[config.mk]
export PLATFORM = sky130hd
export DESIGN_NAME = regfile_sequencer
export DESIGN_NICKNAME = d
export VERILOG_FILES = /design/src/rtl/regfile_sequencer.sv
export SDC_FILE = /design/constraint.sdc
export NUM_CORES = 1
export LEC_CHECK = 0
export CAP_MARGIN = 30
export CORE_UTILIZATION = 56
export CTS_CLUSTER_DIAMETER = 50
export CTS_CLUSTER_SIZE = 30
export DETAILED_ROUTE_END_ITERATION = 12
export DONT_BUFFER_PORTS = 1
export GPL_TIMING_DRIVEN = 0
export PLACE_DENSITY = 0.74
export REMOVE_ABC_BUFFERS = 1
export SYNTH_ARGS = -nofsm -noshare
export SYNTH_HDL_FRONTEND = slang
export SYNTH_SLANG_ARGS = --single-unit
[constraint.sdc]
create_clock -name i_clk -period 1.6 [get_ports i_clk]
set_input_delay 0.4 -clock i_clk [delete_from_list [all_inputs] [get_ports i_clk]]
set_output_delay 0.4 -clock i_clk [all_outputs]
set_load 0.05 [all_outputs]
[src/rtl/regfile_sequencer.sv]
// Multi-cycle sequencer that fetches operands from an external register file,
// runs LDI/ADD/SUB/MOV through a small ALU and writes the result back.
module regfile_sequencer #(
   parameter int N = 4
) (
   input  logic         i_clk,
   input  logic         i_reset,
   input  logic         i_valid,
   output logic         o_ready,
   input  logic [1:0]   i_opcode,
   input  logic [1:0]   i_rd,
   input  logic [1:0]   i_rs1,
   input  logic [1:0]   i_rs2,
   input  logic [N-1:0] i_imm,
   output logic [1:0]   o_reg_read_0,
   output logic [1:0]   o_reg_read_1,
   input  logic [N-1:0] i_port_read_0,
   input  logic [N-1:0] i_port_read_1,
   output logic [1:0]   o_reg_write,
   output logic [N-1:0] o_port_write,
   output logic         o_write_enable,
   output logic         o_done,
   output logic         o_carry,
   output logic [1:0]   o_state
);

   // Handshake: an instruction transfers on a rising edge where i_valid and
   // o_ready are both 1; the requester holds i_valid and fields until then.

   typedef enum logic [1:0] {
      IDLE  = 2'd0,
      READ  = 2'd1,
      EXEC  = 2'd2,
      WRITE = 2'd3
   } state_t;

   localparam logic [1:0] OP_LDI = 2'b00;
   localparam logic [1:0] OP_ADD = 2'b01;
   localparam logic [1:0] OP_SUB = 2'b10;

   state_t         state;
   logic [1:0]     opcode_q;
   logic [1:0]     rd_q;
   logic [1:0]     rs1_q;
   logic [1:0]     rs2_q;
   logic [N-1:0]   a_q;
   logic [N-1:0]   b_q;
   logic [N-1:0]   result_q;
   logic [N:0]     sum_w;
   logic [N:0]     diff_w;

   // The extra top bit of the difference is the borrow (set iff a < b).
   assign sum_w  = {1'b0, a_q} + {1'b0, b_q};
   assign diff_w = {1'b0, a_q} - {1'b0, b_q};

   assign o_reg_read_0 = (state == READ) ? rs1_q : 2'd0;
   assign o_reg_read_1 = (state == READ) ? rs2_q : 2'd0;
   assign o_reg_write  = rd_q;
   assign o_port_write = result_q;
   assign o_state      = state;

   always_ff @(posedge i_clk or posedge i_reset) begin
      if (i_reset) begin
         state          <= IDLE;
         o_ready        <= 1'b1;
         o_write_enable <= 1'b0;
         o_done         <= 1'b0;
         o_carry        <= 1'b0;
         opcode_q       <= 2'd0;
         rd_q           <= 2'd0;
         rs1_q          <= 2'd0;
         rs2_q          <= 2'd0;
         a_q            <= '0;
         b_q            <= '0;
         result_q       <= '0;
      end else begin
         case (state)
            IDLE: begin
               if (i_valid) begin
                  opcode_q <= i_opcode;
                  rd_q     <= i_rd;
                  rs1_q    <= i_rs1;
                  rs2_q    <= i_rs2;
                  o_ready  <= 1'b0;
                  // LDI needs no operands, so its result is the immediate itself.
                  if (i_opcode == OP_LDI) begin
                     result_q       <= i_imm;
                     state          <= WRITE;
                     o_write_enable <= 1'b1;
                     o_done         <= 1'b1;
                  end else begin
                     state <= READ;
                  end
               end
            end
            READ: begin
               a_q   <= i_port_read_0;
               b_q   <= i_port_read_1;
               state <= EXEC;
            end
            EXEC: begin
               case (opcode_q)
                  OP_ADD: begin
                     result_q <= sum_w[N-1:0];
                     o_carry  <= sum_w[N];
                  end
                  OP_SUB: begin
                     result_q <= diff_w[N-1:0];
                     o_carry  <= diff_w[N];
                  end
                  default: result_q <= a_q;
               endcase
               state          <= WRITE;
               o_write_enable <= 1'b1;
               o_done         <= 1'b1;
            end
            WRITE: begin
               state          <= IDLE;
               o_ready        <= 1'b1;
               o_write_enable <= 1'b0;
               o_done         <= 1'b0;
            end
            default: state <= IDLE;
         endcase
      end
   end

endmodule

Word level (Yosys, flattened, before mapping)
Cells that the tools add are included.
Storage, ports and cells
  logic and storage cells: 46
  register bits: 25
  input port bits: 23
  output and inout port bits: 16
Cells by class
  multiplexer cells: 15
  add/subtract/negate cells: 2
  reduce and logical (&&, ||, !) cells: 11
  eq/ne operators: 7
Operators by type and width (number)
  case mux 4 bit (2 select lines): 2
  two-way mux 2 bit: 4
  two-way mux 4 bit: 2
  case mux 2 bit (4 select lines): 1
  equality test 2 bit, second input constant: 3
  AND reduction 2 bit: 3
  AND reduction 3 bit: 2
  nonzero test 2 bit: 3
  adder 4 x 4 -> 5 bit: 1
  subtractor 4 x 4 -> 5 bit: 1
  equality test 2 x 1 -> 1 bit, second input constant: 2
  logical NOT 2 bit: 2
  != test 2 bit, second input constant: 2
  case mux 1 bit (2 select lines): 2
  two-way mux 1 bit: 3
  case mux 1 bit (3 select lines): 1
  nonzero test 3 bit: 1

Depth between registers and ports, before layout
Gate-level depths: netlist of the first run.
  depth in word-level cells: 4
  depth in mapped cells: 8
  gate-level depth less buffers: 8

Least setup slack after synthesis of the first run
OpenSTA, ideal clock, no wires.
  path kind: register to output
  start: register state[1], in the netlist o_state[1]
  end: output o_reg_read_0[0]
  path slack: -633 ps
  arrival: 1833 ps
  path buffers: 2
  required time: 1200 ps
  stages on the path, launching flop included: 6
  path through: dfrtp_1 inv_1 ha_1 clkbuf_1 clkbuf_1 and2_1
Between the ends
  word-level cells in the longest chain between the ends: 2
Ends and longest elaborated chain
  from (decl): RTL line 41  | state_t state;
  from (signal assigned): RTL line 64  | state <= IDLE;
  from (signal assigned): RTL line 88  | state <= WRITE;
  from (signal assigned): RTL line 92  | state <= READ;
  equality test 2 x 1 -> 1 bit: RTL line 56  | assign o_reg_read_0 = (state == READ) ? rs1_q : 2'd0;
  two-way mux 2 bit: RTL line 56
  to (decl): RTL line 15  | output logic [1:0] o_reg_read_0,
Every way passes these cells.

Worst setup path after layout of the first run
Same ends and word-level chain as after synthesis.

==> run metrics, run 1 <==
Syn Area/Cell 10.3 µm²; Final Hold Fails 0; routed vias/inst 5.77; number of I/O pins 39; Max FO, Critical Path 6; vias in the first global route 1,113; Layout Skew 0.00412 ns; DRT Pass-1 Iters 4; Top delay family on crit path flip-flops; cell count along the critical path 3; Yosys reg bits 25; n_diodes 0; DIE HEIGHT about 54 µm; GRT overflow 0; die area 0.00288 mm²; CP Capture Type primary output; most frequent cells in the layout 21 x dfrtp_1, 13 x nand2_1, 12 x buf_4; CP startpoint o_state[1]$_DFFE_PP0P_; Placement Rows 18; Reg2Reg Depth 8; TritonCTS clock tree yes; slowest cell on the critical path dfrtp_4; fin. max-slew vios 0; core box area 0.00250 mm²; CP Data Arrival Time roughly 1.4 ns; CTS H-tree lvls 1; largest net degree at the start of global routing 26; Final Cycle Share 1.15; initial antenna violation count 0; Reg-to-Reg End o_port_write[1]$_DFFE_PP0P_; DPL Wire Length 2.01 mm; Layout Cells excl Fill 190; Iteration-0 DRC Markers 26; setup violators final 19; unrepaired setup endpoints after global routing yes; Critical path buffers and inverters 1; fmax 543 MHz; Cells after Synth 145; critical path's largest stage delay 0.62 ns; Req. time, crit path 1.20 ns; gr usage total 0.246; root buffer cell clkbuf_4; # hold bufs at CTS 0; post-route worst setup slack -0.242 ns; r2r startpoint b_q[0]$_DFFE_PP0N_; worst slew pin tran roughly 0.93 ns; # port buffers 0; fraction of layout cells with a size suffix above 1 0.413; Synth Cell Area between 0.001 and 0.0015 mm²; clk slew on worst S/H paths 0.14 ns; max-slew headroom at the worst pin 0.379; Layout area overhead 25.8%; register area share after synthesis 0.419; clk_lat worst skew 0.32 ns; Clock Tree Buf Depth 2; ANT nets after route 0; drt total wl 3.42 mm; Nets 201; Worst setup SP type register; Hold WC Path Type input pin to asynchronous set/reset pin; routability cong. 0.833; kind of critical path register to primary output; Vias 1,096; status finished with violations; fin crit period 1.84 ns; Reg2Reg Setup Slack -0.23 ns; Synth Warn # 0; failing checks negative setup slack; placed cells 169; Max-Cap Viols 0; DIE WIDTH 53.7 µm; post-route DRC violation count 0; first-pass GRT wire length around 5.0 mm; most common cell after layout, fill and taps aside dfrtp_1; Critical Path, Cell by Cell inv_4, ha_4, and2_4; TritonCTS Buffers 3; Initial Util 0.598; CTS Sinks 25; DR WL/cell between 15 and 20 µm; Synth cell types 31
## synth_stat cells
library cell | n | area (µm²)
or3_1 | 1 | 6.26
buf_2 | 1 | 5.00
nand2_1 | 14 | 52.6
xor2_1 | 3 | 26.3
inv_1 | 16 | 60.1
dfrtp_1 | 24 | 601
fa_1 | 2 | 40.0
o21ai_0 | 13 | 65.1
mux2_2 | 11 | 124
buf_4 | 2 | 15.0
and2_1 | 4 | 25.0
nor3b_1 | 1 | 7.51
nor3_1 | 2 | 10.0
o221ai_1 | 1 | 8.76
dfstp_2 | 1 | 26.3
a221oi_1 | 1 | 8.76
o31ai_1 | 1 | 7.51
a22oi_1 | 3 | 22.5
a21oi_1 | 6 | 30.0
mux2i_1 | 3 | 30.0
o21a_1 | 1 | 7.51
ha_1 | 15 | 188
o311ai_0 | 1 | 8.76
xnor2_1 | 1 | 8.76
nor2b_1 | 4 | 25.0
nor2_1 | 5 | 18.8
a31oi_1 | 2 | 12.5
nor2_4 | 1 | 11.3
a21bo_4 | 1 | 16.3
clkbuf_1 | 3 | 11.3
o21ai_4 | 1 | 16.3
## layout make-up
| cell class | count | area (µm²) |
|---|---|---|
| clock buffer | 3 | 22.5 |
| clock inverter | 1 | 7.51 |
| fill | 167 | 619 |
| inverter | 16 | 67.6 |
| multi-input combinational | 99 | 971 |
| sequential | 25 | 636 |
| tap | 30 | 37.5 |
| timing repair buffer | 16 | 139 |
## worst register-to-register path, stage by stage (launching register included)
cell      delay [ns]
dfrtp_1         0.44
ha_2            0.21
inv_2           0.04
fa_2            0.53
inv_2           0.03
a221oi_2        0.20
a21oi_1         0.06
mux2i_1         0.15
o21ai_1         0.07
## cell families (layout without fill, tap and decap cells)
| family | after synthesis | count (layout) | synth area share |
|---|---|---|---|
| flops | 25 | 25 | 0.419 |
| fa+ha+maj | 17 | 17 | 0.152 |
| compound gates | 31 | 31 | 0.136 |
| buf+inv | 22 | 36 | 0.0611 |
| xor+xnor | 4 | 4 | 0.0234 |
| simple gates | 32 | 33 | 0.105 |
| mux | 14 | 14 | 0.103 |
## how the worst max path moves through the flow
stage | end | slack (ns)
2_1_floorplan | o_reg_read_0[0] | -0.43
3_3_place_gp | o_reg_read_1[0] | -0.58
3_5_place_dp | o_reg_read_0[1] | -0.60
4_1_cts | o_reg_read_0[1] | -0.25
5_1_grt | o_port_write[1]$_DFFE_PP0P_ | -0.34
6_report | o_reg_read_0[0] | -0.24
## flip-flops by register name (all words and copies together), names as in the netlist
| register | flops |
|---|---|
| o_ready | 1 |
| o_state | 2 |
| o_carry | 1 |
| rs2_q | 2 |
| o_reg_write | 2 |
| opcode_q | 2 |
| rs1_q | 2 |
| o_port_write | 4 |
| b_q | 4 |
| a_q | 4 |
| o_done | 1 |
## layer usage
metal | vias up | wire, µm | track usage
li1 | 515 | - | -
met1 | 539 | 1470 | 0.306
met2 | 40 | 1740 | 0.424
met3 | 2 | 186 | 0.0452
met4 | 0 | 19 | 0.0789
met5 | - | 0 | 0
## repair_timing
| item | 4_1_cts | 5_1_grt |
|---|---|---|
| setup endpoints to repair | 31 | 20 |
| pin swaps | 10 | 3 |
| gates cloned | 0 | 1 |
| setup buffers | 12 | 4 |
| resized for setup | 56 | 12 |
| hold endpoints to repair | 0 | 0 |
## per-stage QoR
stage	setup slack (ns)	hold slack, ns	utilization	setup TNS, ns	cell area [µm²]
2_1_floorplan	-0.425	0.427	-	-4.21	1460
3_3_place_gp	-0.579	0.483	0.601	-7.12	1500
3_5_place_dp	-0.602	0.491	0.601	-8.72	1500
4_1_cts	-0.246	0.182	0.719	-1.61	1800
5_1_grt	-0.344	0.188	0.752	-3.35	1880
6_report	-0.242	0.154	0.752	-2.44	1880
Power of run 1 is left out: the tool's default activity adds up to more than one toggle a clock period on the data nets, which glitch-free logic cannot reach.
==> inputs of run 2 (changes only) <==
--- a/config.mk
+++ b/config.mk
@@ -6,13 +6,17 @@
 export NUM_CORES = 1
 export LEC_CHECK = 0
 export CAP_MARGIN = 30
-export CORE_UTILIZATION = 56
+export CELL_PAD_IN_SITES_DETAIL_PLACEMENT = 1
+export CELL_PAD_IN_SITES_GLOBAL_PLACEMENT = 2
+export CORE_MARGIN = 8
+export CORE_UTILIZATION = 36
+export CTS_BUF_LIST = sky130_fd_sc_hd__clkbuf_4
 export CTS_CLUSTER_DIAMETER = 50
 export CTS_CLUSTER_SIZE = 30
 export DETAILED_ROUTE_END_ITERATION = 12
 export DONT_BUFFER_PORTS = 1
 export GPL_TIMING_DRIVEN = 0
-export PLACE_DENSITY = 0.74
+export PLACE_DENSITY_LB_ADDON = 0.1
 export REMOVE_ABC_BUFFERS = 1
 export SYNTH_ARGS = -nofsm -noshare
 export SYNTH_HDL_FRONTEND = slang
==> run 2 against run 1 <==
The flow still finishes with violations (negative setup slack). Critical path depth rose by 5. First-iteration DRC count rose by 38%. Design area fell by 3.0%. Count of clock-buffer cells in the layout stayed put. Core utilization down 30 points.
==> run metrics, run 2 (synthesis results as in run 1) <==
status finished with violations; failing checks negative setup slack; Top delay family on crit path adder cells; n_diodes 0; Req. time, crit path 1.82 ns; Final Cycle Share 1.18; post-route worst setup slack -0.286 ns; number of I/O pins 39; GRT overflow 0; TritonCTS clock tree yes; Final Hold Fails 0; routed vias/inst 5.09; Nets 195; CTS Sinks 25; Max FO, Critical Path 3; CTS H-tree lvls 1; clk slew on worst S/H paths 0.14 ns; DPL Wire Length 2.69 mm; DR WL/cell 17.5 µm; # port buffers 0; worst slew pin tran between 0.8 and 0.9 ns; Iteration-0 DRC Markers 36; dpl ws -0.729 ns; die area ~0.0065 mm²; clk_lat worst skew 0.32 ns; Critical Path, Cell by Cell ha_2, inv_2, fa_2, inv_2, a221oi_2, a21oi_1, mux2i_1, o21ai_1; largest net degree at the start of global routing 19; Fillers between 400 and 500; setup violators final 10; CP Capture Type register; fmax 530 MHz; most common cell after layout, fill and taps aside dfrtp_1; Clock Tree Buf Depth 2; critical path's largest stage delay approximately 0.52 ns; DIE WIDTH about 80 µm; root buffer cell clkbuf_4; Initial Util 0.374; TritonCTS Buffers 3; Layout area overhead 22.0%; drt total wl 3.57 mm; slowest cell on the critical path fa_2; ANT nets after route 0; max-slew headroom at the worst pin 0.400; Placement Rows 23; storage element area around 630 µm²; vias in the first global route 1,139; cell mode on critical path inv_2; area of the multi-input gates 923 µm²; fraction of layout cells with a size suffix above 1 0.383; core box area about 0.004 mm²; fin crit period 1.89 ns; initial antenna violation count 0; Worst setup SP type register; setup_tns -1.90 ns; Hold WC Path Type input pin to register; gr usage total 0.109; Vias 1,038; post-route DRC violation count 0; DRT Pass-1 Iters 3; kind of critical path register to register; unrepaired setup endpoints after global routing yes; DIE HEIGHT 80.4 µm; Critical path buffers and inverters 2; Layout Skew 0.00576 ns; Max-Cap Viols 0; fin. max-slew vios 0; most frequent cells in the layout 22 x dfrtp_1, 12 x nand2_1, 11 x mux2_2; CP Data Arrival Time about 2.1 ns; first-pass GRT wire length between 5 and 6 mm; routability cong. 0.783
-- run 2: cell count changes in the layout (fill, tap and decap cells not counted), moves of 2 or more --
cell     delta
buf_4       -4
buf_6       -2
mux2_2      +8
mux2_4      -8
o21ai_0     +2
-- run 2: layer usage --
| layer | track usage | wire (µm) | vias to the layer above |
|---|---|---|---|
| met5 | 0 | 0 | - |
| met4 | 0.0273 | 16 | 0 |
| met3 | 0.0480 | 295 | 2 |
| met2 | 0.177 | 1790 | 26 |
| met1 | 0.129 | 1470 | 504 |
| li1 | - | - | 506 |
-- run 2: repair_timing --
| item | 4_1_cts | 5_1_grt |
|---|---|---|
| endpoints found under the setup margin | 31 | 15 |
| buffers inserted | 2 | 7 |
| resized for setup | 28 | 26 |
| hold endpoints to repair | 7 | 0 |
| pin swaps | 1 | 7 |
| hold buffers | 1 | 0 |
-- run 2: final timing paths --
path	start	end	slack (ns)	cells past startpoint
worst max-delay path	b_q[0]$_DFFE_PP0N_	o_port_write[1]$_DFFE_PP0P_	-0.29	8
worst min-delay path	i_port_read_0[1]	a_q[1]$_DFFE_PP0N_	0.19	2
worst max register to register	b_q[0]$_DFFE_PP0N_	o_port_write[1]$_DFFE_PP0P_	-0.29	8
worst min register to register	rs2_q[1]$_DFFE_PP0P_	rs2_q[1]$_DFFE_PP0P_	0.52	1
max in group asynchronous	i_reset	o_ready$_DFFE_PP1P_	0.60	3
min in group asynchronous	i_reset	a_q[2]$_DFFE_PP0N_	0.49	2
-- run 2: cell type report --
class	count	area share
clock buffers	3	0.0123
clock inverters	1	0.00274
inverters	16	0.0370
multi-input cells	98	0.506
flip-flops and latches	25	0.348
well taps	50	0.0343
repair buffers	11	0.0597
-- run 2: through the flow --
stage	instances	hold slack [ns]	area, µm²	utilization
final	204	0.192	1820	0.456
after global routing	204	0.186	1820	0.456
after CTS	197	0.188	1680	0.419
after detailed placement	190	0.311	1550	0.388
after global placement	189	0.480	1530	0.382
after floorplan	139	0.427	1460	-
Power of run 2 is left out for the same reason.
